$ cat src/rtl/pattern_sequencer.sv
// pattern_sequencer: time-stepped IO exerciser. It drives N_OUT pins with a
// walking-one, bounce, binary-count or bar-fill pattern. A debounced button
// cycles the mode, and RUN gates the step prescaler.
module pattern_sequencer #(
  parameter int N_OUT         = 23,
  parameter int LOG2DELAY     = 20,
  parameter int DEBOUNCE_BITS = 16
) (
  input  logic             CLK,
  input  logic             RESET_N,
  input  logic             BTN_N,
  input  logic             RUN,
  output logic [N_OUT-1:0] PINS,
  output logic [1:0]       MODE,
  output logic             STEP
);

  localparam int               PW        = $clog2(N_OUT);
  localparam logic [PW-1:0]    POS_LAST  = PW'(N_OUT - 1);
  localparam logic [PW-1:0]    POS_ONE   = PW'(1);
  localparam logic [N_OUT-1:0] PINS_INIT = N_OUT'(1);

  localparam logic [1:0] M_WALK   = 2'd0;
  localparam logic [1:0] M_BOUNCE = 2'd1;
  localparam logic [1:0] M_COUNT  = 2'd2;

  logic [LOG2DELAY-1:0]     pre_q;
  logic                     btn_s1, btn_s2, btn_stable;
  logic [DEBOUNCE_BITS-1:0] dcnt_q;
  logic [1:0]               mode_q;
  logic [PW-1:0]            pos_q, pos_n;
  logic                     dir_q, dir_n;       // 0 = up, 1 = down
  logic [N_OUT-1:0]         cnt_q, cnt_n;
  logic [N_OUT-1:0]         pins_q, pins_n;
  logic                     step_q;

  logic tick, btn_diff, btn_done, press;

  assign tick     = RUN & (&pre_q);
  assign btn_diff = btn_s2 != btn_stable;
  assign btn_done = btn_diff & (&dcnt_q);
  // Only the 1->0 edge of the debounced level is an event; release is silent.
  assign press    = btn_done & ~btn_s2;

  // Step prescaler. It runs freely through mode changes and freezes with RUN.
  always_ff @(posedge CLK or negedge RESET_N) begin
    if (!RESET_N)  pre_q <= '0;
    else if (RUN)  pre_q <= pre_q + LOG2DELAY'(1);
  end

  // Button synchroniser and debounce. The level must differ for 2**DEBOUNCE_BITS evaluations.
  always_ff @(posedge CLK or negedge RESET_N) begin
    if (!RESET_N) begin
      btn_s1     <= 1'b1;
      btn_s2     <= 1'b1;
      btn_stable <= 1'b1;
      dcnt_q     <= '0;
    end else begin
      btn_s1 <= BTN_N;
      btn_s2 <= btn_s1;
      if (btn_diff) begin
        if (btn_done) begin
          btn_stable <= btn_s2;
          dcnt_q     <= '0;
        end else begin
          dcnt_q <= dcnt_q + DEBOUNCE_BITS'(1);
        end
      end else begin
        dcnt_q <= '0;
      end
    end
  end

  // Pattern state register. A press restarts the pattern and wins over a coincident tick.
  always_ff @(posedge CLK or negedge RESET_N) begin
    if (!RESET_N) begin
      mode_q <= M_WALK;
      pos_q  <= '0;
      dir_q  <= 1'b0;
      cnt_q  <= '0;
      pins_q <= PINS_INIT;
      step_q <= 1'b0;
    end else if (press) begin
      mode_q <= mode_q + 2'd1;
      pos_q  <= '0;
      dir_q  <= 1'b0;
      cnt_q  <= '0;
      pins_q <= PINS_INIT;
      step_q <= 1'b0;
    end else if (tick) begin
      pos_q  <= pos_n;
      dir_q  <= dir_n;
      cnt_q  <= cnt_n;
      pins_q <= pins_n;
      step_q <= 1'b1;
    end else begin
      step_q <= 1'b0;
    end
  end

  // Next pattern step for the current mode. PINS always reflects the new position.
  always_comb begin
    pos_n  = pos_q;
    dir_n  = dir_q;
    cnt_n  = cnt_q;
    pins_n = pins_q;
    unique case (mode_q)
      M_WALK: begin
        pos_n  = (pos_q == POS_LAST) ? '0 : pos_q + POS_ONE;
        pins_n = PINS_INIT << pos_n;
      end
      M_BOUNCE: begin
        if (!dir_q) begin
          if (pos_q == POS_LAST) begin
            dir_n = 1'b1;
            pos_n = POS_LAST - POS_ONE;
          end else begin
            pos_n = pos_q + POS_ONE;
          end
        end else begin
          if (pos_q == '0) begin
            dir_n = 1'b0;
            pos_n = POS_ONE;
          end else begin
            pos_n = pos_q - POS_ONE;
          end
        end
        pins_n = PINS_INIT << pos_n;
      end
      M_COUNT: begin
        cnt_n  = cnt_q + PINS_INIT;
        pins_n = cnt_n;
      end
      default: begin
        // FILL: use a 32-bit shift amount so that pos+1 == N_OUT gives all ones even at N_OUT=32.
        pos_n  = (pos_q == POS_LAST) ? '0 : pos_q + POS_ONE;
        pins_n = ~({N_OUT{1'b1}} << (32'(pos_n) + 32'd1));
      end
    endcase
  end

  // Outputs come straight from registers, so no combinational glitches reach the pins.
  always_comb begin
    PINS = pins_q;
    MODE = mode_q;
    STEP = step_q;
  end

endmodule

$ cat config.mk
export PLATFORM = sky130hd
export DESIGN_NAME = pattern_sequencer
export DESIGN_NICKNAME = d
export VERILOG_FILES = /design/src/rtl/pattern_sequencer.sv
export SDC_FILE = /design/constraint.sdc
export NUM_CORES = 1
export LEC_CHECK = 0
export ABC_CLOCK_PERIOD_IN_PS = 3500
export CELL_PAD_IN_SITES_DETAIL_PLACEMENT = 2
export CELL_PAD_IN_SITES_GLOBAL_PLACEMENT = 2
export CORE_MARGIN = 4
export CORE_UTILIZATION = 38
export DETAILED_ROUTE_END_ITERATION = 8
export PLACE_DENSITY_LB_ADDON = 0.1
export SYNTH_ARGS = -nofsm -noshare
export SYNTH_HDL_FRONTEND = slang
export SYNTH_SLANG_ARGS = --single-unit
$ cat constraint.sdc
create_clock -name CLK -period 3.5 [get_ports CLK]
set_input_delay 0.875 -clock CLK [delete_from_list [all_inputs] [get_ports CLK]]
set_output_delay 0.875 -clock CLK [all_outputs]
set_load 0.05 [all_outputs]
==> key figures <==
Floorplanning
  • Row count: 43
  • Boundary Pins: 30
  • Die ar.: 0.01664 mm^2
  • Die Span Y: 129.0 um
  • Starting Density: 39.46%
  • Chip Width: 129.0 um
  • Core area: 0.01410 mm^2

Synthesis
  • #FFs+latches synth: 94
  • Top cells by area, synth: dfrtp_1, xnor2_1, xor2_1
  • Mapped Nets: 615
  • YS warnings: 0
  • Share of the synthesized area in the top cell type: 40.49%
  • Unique masters post-synth: 61
  • Post-synth EDFFs: 0
  • Post-Syn Area per Cell: 9.302 um^2
  • Post-synthesis async set-or-reset flop share: 100.0%
  • Sequential area share after synthesis: 42.38%
  • Synthesized netlist cell count: 598
  • Commonest cells post-synth: dfrtp_1, nor2_1, nand2_1
  • Synth Cell Area: 0.005563 mm^2
  • Post-synth top flop: dfrtp_1
  • Most frequent cell after synthesis: dfrtp_1
  • Synth area leader: dfrtp_1

STA
  • Crit share post-route: 81.52%
  • Setup TNS: 0 ps
  • Final Max Tran Viols: 0
  • Worst Skew: 8.263 ps
  • Final Setup Violations: 0
  • Min Tclk post-route: 2853 ps
  • Fmax achieved: 0.3505 GHz
  • Relative slew slack: 58.12%
  • Final hold vios: 0
  • WHS: 363.1 ps
  • Transition time of the tightest slew-check pin: 624.0 ps
  • Unrepaired setup endpoints after global routing: false

GRT
  • First-pass GRT wire length: 28.20 mm
  • Grt total ovfl: 0
  • GR Layer Usage met3: 4.400%
  • Largest net degree at the start of global routing: 56
  • Met1 Use GR: 28.28%
  • Grt met2 use: 37.23%
  • GR Util All Layers: 21.61%
  • Initial antenna violation count: 0
  • Number of global-route vias before repair: 5066
  • Layer with the highest usage: met2

Finish
  • Nets@finish: 638
  • Layout cells sized above 1: 9.600%
  • Layout area overhead: 14.55%
  • Antenna Cells: 0
  • Fin util: 45.21%
  • Final non-filler cell total: 805

CTS
  • H-tree depth: 3
  • CTS root buf: clkbuf_16
  • Reg clk slew, reported paths: 70 ps
  • CTS tree: yes
  • Cts repair resizes: 0
  • Deepest clock path buffer count: 2
  • Clk sinks: 94
  • Later-pin clock latency in the skew report: 350 ps
  • Hold_buf cts: 0
  • # Post-CTS Setup Buffers: 0
  • Num CTS Buffers: 9

Placed design
  • Placed cell count: 790
  • IO Port Bufs: 29
  • DP HPWL: 12.12 mm
  • GPL Wtd Cong: 0.7938

Detailed routing
  • Post-route DRC violation count: 0
  • Total number of vias: 4613
  • Pre-antenna DRT Iters: 4
  • Post-route ant nets: 0
  • Iteration-0 DRC Markers: 153
  • Vias/cell: 5.730
  • Drt wl/cell: 21.11 um
  • Final WL: 16.99 mm

Min path
  • Worst hold endpoint: btn_s2$_DFF_PN1_
  • HP Class: flip-flop to flip-flop
  • Worst hold path startpoint: btn_s1$_DFF_PN1_
  • Hold Path Depth: 0

Critical path
  • Critical R2R Launch: pos_q[1]$_DFFE_PN0P_
  • R2R depth: 10
  • R2R Path End: PINS[5]$_DFFE_PN0P_
  • CP max FO: 11
  • Endpoint class of the critical path: flip-flop
  • Critical Path Start Type: input pin
  • Crit path DAT: 3080 ps
  • Worst Setup Path Type: input pin to flip-flop
  • Reg2reg setup slack: 740 ps
  • Worst Path Required: 3730 ps

Pwr
  • Leakage: 0.002746 uW
  • Total power draw: 2341 uW
  • Peak supply drop: 345.7 uV
  • P per Cell Area: 367.3 mW/mm^2

Flow run
  • Maxcap violations: 0

Run status
  • Status: completed
==> routing by layer <==
| metal | routed length [um] | part of all wire (%) |
|---|---|---|
| met5 | 0 | 0 |
| met4 | 148 | 0.87 |
| met3 | 502 | 3.0 |
| met2 | 8574 | 50 |
| met1 | 7769 | 46 |
==> state kept, by name, indices dropped and copies added, names as in the netlist, 2 cells and up <==
register,flops
dcnt_q,16
MODE,2
pos_q,5
PINS,23
cnt_q,23
pre_q,20
==> kinds of logic after synthesis <==
logic type | count (synthesis) | share of synthesized area (%)
AOI/OAI and AO/OA | 115 | 14.10
xor gates and xnor gates | 75 | 11.81
adders and majority gates | 13 | 2.924
buffers and inverters | 50 | 3.846
DFF | 94 | 42.38
muxes | 7 | 1.327
and+or+nand+nor | 244 | 23.62
==> per-stage QoR <==
step / setup WS, ps / cell area (um^2)
after CTS: 617.1 / 6372
after global placement: 374.0 / 6072
final: 646.7 / 6372
after floorplan: 590.3 / 5563
after global routing: 418.0 / 6372
after detailed placement: 237.7 / 6072
==> cell usage in the layout, fill, tap and decap left out, types with 11 or more instances in the layout <==
cell type	Yosys	routed
dfrtp_1	90	90
nor2_1	64	64
nand2_1	54	54
xnor2_1	38	38
xor2_1	37	37
clkdlybuf4s50_1	0	28
a21oi_1	23	23
nand3_1	22	22
o21ai_0	18	18
and3_1	18	18
buf_4	2	18
a221oi_1	17	17
inv_1	15	15
o21ai_1	15	15
and2_1	14	14
nand4_1	14	14
nor3_1	13	13
ha_1	13	13
and4_1	11	11
==> critical path, cell delays in order <==
cell	delay, ps
clkdlybuf4s50_1	600
nand4_2	210
nor3_4	350
nand2_1	300
and3_1	260
a2111oi_0	370
nor3_1	90
==> where the power goes <==
group / switching [uW] / total [uW] / internal, uW
combinational: 75.3 / 129 / 53.7
sequential: 51.4 / 1190 / 1130
clock: 436 / 1030 / 590
==> how the worst max path moves through the flow <==
stage	from	slack, ps	cells past startpoint	to
final	RUN	650	7	PINS[19]$_DFFE_PN0P_
after global routing	RUN	420	7	PINS[19]$_DFFE_PN0P_
after CTS	RUN	620	7	PINS[19]$_DFFE_PN0P_
after detailed placement	RUN	240	7	PINS[19]$_DFFE_PN0P_
after global placement	RUN	370	7	PINS[19]$_DFFE_PN0P_
after floorplan	pos_q[0]$_DFFE_PN0P_	590	13	PINS[21]$_DFFE_PN0P_
==> cell type report <==
cell class | count | area (um^2)
Clock buffer | 12 | 256.5
Tap cell | 180 | 225.2
Timing Repair Buffer | 47 | 435.4
Multi-Input combinational cell | 454 | 2998
Inverter | 15 | 56.30
Clock inverter | 3 | 43.79
Fill cell | 1516 | 7724
Sequential cell | 94 | 2357
Power figures use the tool's default switching activity.
